[src/rtl/adder_arb_pkg.sv]
// adder_arb_pkg: shared FSM encoding, default sizes and counter width for adder_rr_arbiter.
package adder_arb_pkg;
  typedef enum logic [1:0] {IDLE = 2'd0, CALC = 2'd1, RESP = 2'd2} state_t;
  localparam int NREQ_DEF = 4;
  localparam int WIDTH_DEF = 8;
  localparam int CNT_W = 16;
endpackage

[src/rtl/adder_rr_grant.sv]
// adder_rr_grant: one-hot round-robin grant from a thermometer mask, plus the mask for the next round.
module adder_rr_grant #(
  parameter int NREQ = 4
) (
  input  logic [NREQ-1:0] valid_i,
  input  logic [NREQ-1:0] mask_i,
  output logic [NREQ-1:0] gnt_o,
  output logic [NREQ-1:0] mask_o
);
  logic [NREQ-1:0] masked, pool;
  always_comb begin
    masked = valid_i & mask_i;
    pool = |masked ? masked : valid_i;
    gnt_o = pool & (~pool + NREQ'(1));
    // a grant to the top index shifts out to zero, leaving an all-zero mask
    mask_o = ~((gnt_o << 1) - NREQ'(1));
  end
endmodule

[src/rtl/csa_adder.sv]
// csa_adder: a + b + cin via one carry-save compression stage and a final carry-propagate add.
module csa_adder #(
  parameter int WIDTH = 8
) (
  input  logic [WIDTH-1:0] a_i,
  input  logic [WIDTH-1:0] b_i,
  input  logic             cin_i,
  output logic [WIDTH:0]   sum_o
);
  logic [WIDTH-1:0] c0, s, c;
  always_comb begin
    c0 = {{(WIDTH-1){1'b0}}, cin_i};
    s = a_i ^ b_i ^ c0;
    c = (a_i & b_i) | (a_i & c0) | (b_i & c0);
    sum_o = {1'b0, s} + {c, 1'b0};
  end
endmodule

[src/rtl/adder_rr_arbiter.sv]
// adder_rr_arbiter: round-robin sharing of one csa_adder among NREQ requesters.
// Defining ADDER_ARB_CNT_EN adds the op_cnt response counter output.
module adder_rr_arbiter
  import adder_arb_pkg::*;
#(
  parameter int NREQ = NREQ_DEF,
  parameter int WIDTH = WIDTH_DEF
) (
  input  logic                  clk,
  input  logic                  rst_n,
  input  logic [NREQ-1:0]       req_valid,
  input  logic [NREQ*WIDTH-1:0] req_a,
  input  logic [NREQ*WIDTH-1:0] req_b,
  input  logic [NREQ-1:0]       req_cin,
  output logic [NREQ-1:0]       req_ready,
  output logic                  rsp_valid,
  input  logic                  rsp_ready,
  output logic [NREQ-1:0]       rsp_id,
  output logic [WIDTH:0]        rsp_sum,
`ifdef ADDER_ARB_CNT_EN
  output logic [CNT_W-1:0]      op_cnt,
`endif
  output logic                  busy
);
  state_t state_q, state_d;
  logic [NREQ-1:0] mask_q, mask_d, id_q, id_d, gnt, nmask;
  logic [WIDTH-1:0] a_q, a_d, b_q, b_d, sel_a, sel_b;
  logic cin_q, cin_d, sel_cin, vld_q, vld_d;
  logic [WIDTH:0] sum_q, sum_d, add_sum;
  adder_rr_grant #(.NREQ(NREQ)) u_grant (
    .valid_i(req_valid),
    .mask_i (mask_q),
    .gnt_o  (gnt),
    .mask_o (nmask)
  );
  csa_adder #(.WIDTH(WIDTH)) u_add (
    .a_i  (a_q),
    .b_i  (b_q),
    .cin_i(cin_q),
    .sum_o(add_sum)
  );
  always_comb begin
    sel_a = '0;
    sel_b = '0;
    sel_cin = 1'b0;
    for (int i = 0; i < NREQ; i++) begin
      sel_a = sel_a | (gnt[i] ? req_a[i*WIDTH +: WIDTH] : '0);
      sel_b = sel_b | (gnt[i] ? req_b[i*WIDTH +: WIDTH] : '0);
      sel_cin = sel_cin | (gnt[i] & req_cin[i]);
    end
  end
  always_comb begin
    state_d = state_q;
    mask_d = mask_q;
    id_d = id_q;
    a_d = a_q;
    b_d = b_q;
    cin_d = cin_q;
    sum_d = sum_q;
    vld_d = vld_q;
    case (state_q)
      IDLE: if (|gnt) begin
        state_d = CALC;
        mask_d = nmask;
        id_d = gnt;
        a_d = sel_a;
        b_d = sel_b;
        cin_d = sel_cin;
      end
      CALC: begin
        state_d = RESP;
        sum_d = add_sum;
        vld_d = 1'b1;
      end
      RESP: if (rsp_ready) begin
        state_d = IDLE;
        vld_d = 1'b0;
      end
      default: begin
        state_d = IDLE;
        vld_d = 1'b0;
      end
    endcase
  end
  always_ff @(posedge clk or negedge rst_n) begin
    if (!rst_n) begin
      state_q <= IDLE;
      mask_q <= '0;
      id_q <= '0;
      a_q <= '0;
      b_q <= '0;
      cin_q <= 1'b0;
      sum_q <= '0;
      vld_q <= 1'b0;
    end else begin
      state_q <= state_d;
      mask_q <= mask_d;
      id_q <= id_d;
      a_q <= a_d;
      b_q <= b_d;
      cin_q <= cin_d;
      sum_q <= sum_d;
      vld_q <= vld_d;
    end
  end
`ifdef ADDER_ARB_CNT_EN
  logic [CNT_W-1:0] cnt_q;
  always_ff @(posedge clk or negedge rst_n) begin
    if (!rst_n) cnt_q <= '0;
    else if (vld_q && rsp_ready) cnt_q <= cnt_q + CNT_W'(1);
  end
  assign op_cnt = cnt_q;
`endif
  // grant is gated by reset so held requests never see a ready while in reset
  assign req_ready = (state_q == IDLE && rst_n) ? gnt : '0;
  assign rsp_valid = vld_q;
  assign rsp_id = id_q;
  assign rsp_sum = sum_q;
  assign busy = state_q != IDLE;
endmodule

[config.mk]
export PLATFORM = sky130hd
export DESIGN_NAME = adder_rr_arbiter
export DESIGN_NICKNAME = d
export VERILOG_FILES = /design/src/rtl/adder_arb_pkg.sv /design/src/rtl/adder_rr_grant.sv /design/src/rtl/csa_adder.sv /design/src/rtl/adder_rr_arbiter.sv
export SDC_FILE = /design/constraint.sdc
export NUM_CORES = 1
export LEC_CHECK = 0
export CAP_MARGIN = 40
export CORE_MARGIN = 10
export CORE_UTILIZATION = 40
export DETAILED_ROUTE_END_ITERATION = 8
export GPL_ROUTABILITY_DRIVEN = 0
export PLACE_DENSITY = 0.76
export SYNTH_ARGS = -nofsm -noshare
export SYNTH_HDL_FRONTEND = slang
export SYNTH_SLANG_ARGS = --single-unit
[constraint.sdc]
create_clock -name clk -period 2.49 [get_ports clk]
set_input_delay 0.498 -clock clk [delete_from_list [all_inputs] [get_ports clk]]
set_output_delay 0.498 -clock clk [all_outputs]
set_load 0.05 [all_outputs]
# Yosys cells after proc, flatten, opt, wreduce, memory -nomap -nowiden
# Cells that the tools add are included.
[classes] addsub=3 eq_ne=4 mux=15 bitwise=25 reduce_logical=8
[ops] cell="2-to-1 mux 8 bit" count=8
[ops] cell="bitwise OR 8 bit" count=8
[ops] cell="AND 8 x 1 -> 8 bit" count=2
[ops] cell="adder 8 x 9 -> 9 bit" count=1
[ops] cell="AND 4 bit" count=2
[ops] cell="AND 8 bit" count=1
[ops] cell="2-to-1 mux 4 bit" count=2
[ops] cell="inverter 4 bit" count=2
[ops] cell="OR reduction 4 bit" count=2
[ops] cell="XOR 8 x 1 -> 8 bit" count=1
[ops] cell="XOR 8 bit" count=1
[ops] cell="one-hot mux 2 bit (3 select lines)" count=1
[ops] cell="AND reduction 2 bit" count=3
[ops] cell="adder 4 x 1 -> 4 bit, second input constant" count=1
[ops] cell="AND 1 bit" count=4
[ops] cell="2-to-1 mux 2 bit" count=2
[ops] cell="!= test 2 bit, second input constant" count=2
[ops] cell="subtractor 4 x 1 -> 4 bit, second input constant" count=1
[ops] cell="bitwise OR 1 bit" count=3
[ops] cell="one-hot mux 1 bit (3 select lines)" count=1
[ops] cell="equality test 2 x 1 -> 1 bit, second input constant" count=1
[ops] cell="equality test 2 bit, second input constant" count=1
[ops] cell="zero test 2 bit" count=1
[ops] cell="nonzero test 2 bit" count=1
[ops] cell="other kinds (3)" count=3
[totals] reg_bits=37 inputBits=75 out_inout_bits=19 wordCells=63

# Longest topological paths before layout
# Gate-level depths: netlist (run 1).
[depth] depth_word=10 mapped_depth=11 mapped_depth_nobuf=11

# Hierarchy
# A second synthesis (run 1) with hierarchy kept.
[hier_totals] hier_cells=224 hier_area_um2=2434.8
[by_module_without_submodules] module="adder_rr_arbiter" n_inst=1 cells_each=147 area_each_um2=1840.5 seq_area_each_um2=925.9
[by_module_without_submodules] module="csa_adder" n_inst=1 cells_each=54 area_each_um2=436.7 seq_area_each_um2=0.0
[by_module_without_submodules] module="adder_rr_grant" n_inst=1 cells_each=23 area_each_um2=157.7 seq_area_each_um2=0.0

# Worst setup path before layout (run 1)
# Ideal clock, no wire load.
[synth_path] kind="input port to output port" start="input port req_valid[2]" end="output port req_ready[2]" arrival_ps=2522 required_ps=1992 path_slack_ps=-530 path_stages=5 path_buffers=2 path_cell_list="a22oi_2 and3_1 buf_6 clkbuf_1 nor4_1"
[synth_via] elab_chain_cells=7
[synth_lines] item="from (decl)" line="adder_rr_arbiter.sv:11" text="input logic [NREQ-1:0] req_valid,"
[synth_lines] item="AND 4 bit" line="adder_rr_grant.sv:12" text="masked = valid_i & mask_i;"
[synth_lines] item="OR reduction 4 bit" line="adder_rr_grant.sv:13" text="pool = |masked ? masked : valid_i;"
[synth_lines] item="2-to-1 mux 4 bit (*)" line="adder_rr_grant.sv:13"
[synth_lines] item="inverter 4 bit" line="adder_rr_grant.sv:14" text="gnt_o = pool & (~pool + NREQ'(1));"
[synth_lines] item="adder 4 x 1 -> 4 bit" line="adder_rr_grant.sv:14"
[synth_lines] item="AND 4 bit (*)" line="adder_rr_grant.sv:14"
[synth_lines] item="2-to-1 mux 4 bit (*)" line="adder_rr_arbiter.sv:115" text="assign req_ready = (state_q == IDLE && rst_n) ? gnt : '0;"
[synth_lines] item="to (decl)" line="adder_rr_arbiter.sv:15" text="output logic [NREQ-1:0] req_ready,"
# Every way passes the cells marked *; elsewhere a longest branch is shown, timed or not.

# Worst setup path after layout (run 1)
[layout_path] start="register a_q[0]" end="register sum_q[7] (netlist: rsp_sum[7])"
[layout_via] elab_chain_cells=4 word_cells_on_any_way=7 cone_classes="add/sub (1); bitwise (6)"
[layout_lines] item="from (decl)" line="adder_rr_arbiter.sv:27" text="logic [WIDTH-1:0] a_q, a_d, b_q, b_d, sel_a, sel_b;"
[layout_lines] item="from (signal assigned)" line="adder_rr_arbiter.sv:90" text="a_q <= '0;"
[layout_lines] item="from (signal assigned)" line="adder_rr_arbiter.sv:99" text="a_q <= a_d;"
[layout_lines] item="AND 8 bit / AND 8 x 1 -> 8 bit (equally long branches)" line="csa_adder.sv:14" text="c = (a_i & b_i) | (a_i & c0) | (b_i & c0);"
[layout_lines] item="bitwise OR 8 bit (2 in a row)" line="csa_adder.sv:14"
[layout_lines] item="adder 8 x 9 -> 9 bit (*)" line="csa_adder.sv:15" text="sum_o = {1'b0, s} + {c, 1'b0};"
[layout_lines] item="to (signal assigned)" line="adder_rr_arbiter.sv:102" text="sum_q <= sum_d;"
[layout_lines] item="to (decl)" line="adder_rr_arbiter.sv:29" text="logic [WIDTH:0] sum_q, sum_d, add_sum;"
# Marked as above.
# A chain may end at the register's enable or synchronous reset.

==> metrics.md, run 1 <==
| Metric | Value |
|---|---|
| Cell variety after synth | 39 |
| Commonest cells after routing, fill and taps aside | clkdlybuf4s50_1, dfrtp_1, nand2_1 |
| Crit Path Class | reg2reg |
| Cell Pwr Density | 1281 nW/um2 |
| Core ar. | between 5000 and 6000 um2 |
| Synthesized net count | 337 |
| Post-DP HPWL | 5.570 mm |
| Clock transition at the registers of the reported paths | 70 ps |
| Antenna Violating Nets Remaining | 0 |
| Status | complete, no violations |
| Die Y | roughly 94 um |
| Critical-path maximum fanout | 3 |
| Global-route wire length before repair | between 10 and 15 mm |
| GRT overflow | 0 |
| Crit path from | a_q[0]$_DFFE_PN0P_ |
| Leak | 1.507 nW |
| Chip width | around 94 um |
| Ant diodes | 0 |
| H-tree Lvls | 2 |
| Port Buffers | 93 |
| Maxcap violations | 0 |
| Final setup TNS | 0 ps |
| Count of endpoints failing setup in the final report | 0 |
| Num rows | 27 |
| Post-synthesis cell count | 246 |
| Tcrit/Tclk final | between 90% and 100% |
| Initial antenna violation count | 0 |
| Inserted Clock Buffers | 5 |
| Via count | 2193 |
| Layout net count | 440 |
| Seq/Total Area, Yosys | about two fifths |
| Mapped cell area | approximately 2200 um2 |
| Placement Cell Area | between 3000 and 4000 um2 |
| CP Capture Type | flip-flop |
| WL/cell | between 15 and 20 um |
| Final Hold Viols | 0 |
| RSZ-0062 raised after global routing | false |
| Placed Cells | 413 |
| Tmin final | approximately 2300 ps |
| Clk_lat worst skew | a little under 300 ps |
| Syn Area/Cell | approximately 9 um2 |
| Clock Skew | 7.049 ps |
| Most area-consuming cells after synthesis | dfrtp_1, ha_1, a221oi_1 |
| WP data arrival | 2470 ps |
| Top cell type by total area after synthesis | dfrtp_1 |
| Internal power | approximately 0.0024 W |
| Pin count of the biggest net entering global routing | 36 |
| Initial core utilization | 40.67% |
| Worst hold slack | about 250 ps |
| Combinational share of power | approximately two thirds |
| Flop pwr share | between 20% and 30% |
| IO Pins | 94 |
| Die Area | slightly below 9000 um2 |
| Switching power total | roughly 0.0020 W |
| GRT Util Overall | 15.89% |
| Sw Ratio | 45.52% |
| Startpoint types | flip-flop |
| Share of layout cells above drive strength 1 | between 10% and 20% |
| Synth top area share | just under 40% |
| Vias in the first global route | 2410 |
| Clock power share | a little under an eighth |
| Final Non-Filler Cells | ~420 |
| Slew @ Worst Pin | between 500 and 600 ps |
| Total Routed Length | between 6 and 7 mm |
| R2r setup slk | approximately 190 ps |
| Sink Count | 35 |
| VDD IR-drop max | approximately 1.1 mV |
| HP Class | in2async |
| Post-layout util | between 60% and 70% |
| First drt pass iteration count | 4 |
| Synthesis-to-finish area growth | 56.90% |
| R2R Path Start | a_q[0]$_DFFE_PN0P_ |
| Longest Clk Path Bufs | 2 |
| Max Fclk | around 430 MHz |
| CTS tree | built |
| Commonest non-fill, non-tap cell in the layout | clkdlybuf4s50_1 |
| Clock Tree Root | clkbuf_8 |
| Vias per cell | between 5 and 6 |
| Ys Warns | 0 |
| DRC | 0 |
| Rel. slew slack | ~65% |
| DRT iter0 DRCs | 79 |
| Worst path required time | about 2700 ps |
| Seq cells post-synth | 35 |
| Fin. max-slew vios | 0 |
| Final Cell Area | between 3000 and 4000 um2 |
==> metal layers <==
metal,vias to the layer above,share of wire (%),track usage [%]
met5,-,0,0
met4,0,1.4,4.557
met3,7,14,10.07
met2,83,45,24.54
met1,997,40,17.81
li1,1106,-,-
==> final timing paths <==
path / to / depth (start not counted)
min: mask_q[3]$_DFFE_PN0P_ / 2
min reg2reg: rsp_valid$_DFFE_PN0P_ / 1
min in group clk: rsp_valid$_DFFE_PN0P_ / 1
max in group asynchronous: rsp_sum[0]$_DFFE_PN0P_ / 2
max reg2reg: rsp_sum[7]$_DFFE_PN0P_ / 11
max: rsp_sum[7]$_DFFE_PN0P_ / 11
==> what timing repair did <==
item,in CTS,in global routing
pin swaps,1,2
endpoints found under the hold margin,0,0
setup endpoints to repair,3,3
gates resized for setup,6,6
hold buffers,0,0
buffers inserted,1,0
==> cell usage after synthesis <==
cell type / count
nor3b_1: 1
mux2_2: 2
buf_2: 3
a31oi_1: 17
o221a_2: 1
o21a_1: 4
fa_1: 2
and3_1: 19
buf_6: 3
a2bb2oi_1: 1
ha_1: 14
a21oi_1: 3
inv_1: 12
nor3_1: 5
a22oi_2: 1
nand3_1: 3
o211ai_1: 1
clkbuf_1: 9
a221oi_1: 17
or3_1: 2
nand2_1: 34
nor3_2: 1
buf_4: 1
dfrtp_1: 35
nor4_1: 1
nor4b_4: 1
a22oi_1: 2
nor2_1: 26
mux2_1: 1
o21ai_1: 2
o21ai_0: 9
a22o_1: 1
a21boi_0: 1
xor2_1: 1
nand2b_1: 2
nor2b_1: 2
o31ai_1: 4
a41oi_1: 1
or3b_2: 1
==> state kept, by name (all words and copies together) (netlist names) <==
signal	flops
a_q	8
rsp_valid	1
rsp_sum	9
b_q	8
mask_q	3
state_q	2
cin_q	1
rsp_id	3
==> power groups by stage <==
stage | logic, W | registers [W] | clock network (W)
2_1_floorplan | 0.00171 | 0.00137 | 0
3_3_place_gp | 0.00279 | 0.00105 | 0
3_5_place_dp | 0.00286 | 0.00106 | 0
4_1_cts | 0.00289 | 0.00106 | 0.000525
5_1_grt | 0.00324 | 0.00110 | 0.000546
6_report | 0.00288 | 0.00105 | 0.000514
==> cell type report <==
| cell class | count | area (um2) |
|---|---|---|
| Timing Repair Buffer | 112 | 1102 |
| Sequential cell | 35 | 875.8 |
| Inverter | 12 | 45.04 |
| Clock inverter | 3 | 43.79 |
| Fill cell | 441 | 1968 |
| Clock buffer | 5 | 68.82 |
| Multi-Input combinational cell | 183 | 1245 |
| Tap cell | 72 | 90.09 |
==> per-stage QoR <==
stage | total power [W] | setup slack [ps]
2_1_floorplan | 0.003076 | 43.74
3_3_place_gp | 0.003839 | -251.9
3_5_place_dp | 0.003929 | -76.78
4_1_cts | 0.004473 | 6.302
5_1_grt | 0.004882 | 18.77
6_report | 0.004448 | 189.2
==> worst max-delay path, stage by stage, from the launching register on <==
cell and delay (ps):
dfrtp_1 350, inv_1 60, fa_1 420, inv_1 60, ha_1 150, inv_1 50
fa_1 390, nor2b_1 120, o21ai_0 100, a21boi_1 270, or3_1 150, nand3_1 60
==> logic make-up after synthesis <==
group / after synthesis / share of synthesized area, %
simple gates: 98 / 21.61
buf+inv: 28 / 6.108
xor+xnor: 1 / 0.3960
fa+ha+maj: 16 / 9.729
compound gates: 65 / 21.04
mux: 3 / 1.527
flops: 35 / 39.59
Note: power is estimated with default switching activity, not from simulation.
==> run 2: changes to the inputs <==
CTS_BUF_LIST = sky130_fd_sc_hd__clkbuf_8 sky130_fd_sc_hd__clkbuf_16   (was unset)
==> results of run 2 <==
The final DEF is identical to that of run 1; final timing and power are the same.
==> run 3: changes to the inputs <==
ABC_CLOCK_PERIOD_IN_PS = 2490   (was unset)
==> results of run 3 <==
The final DEF is identical to that of run 1; final timing and power are the same.
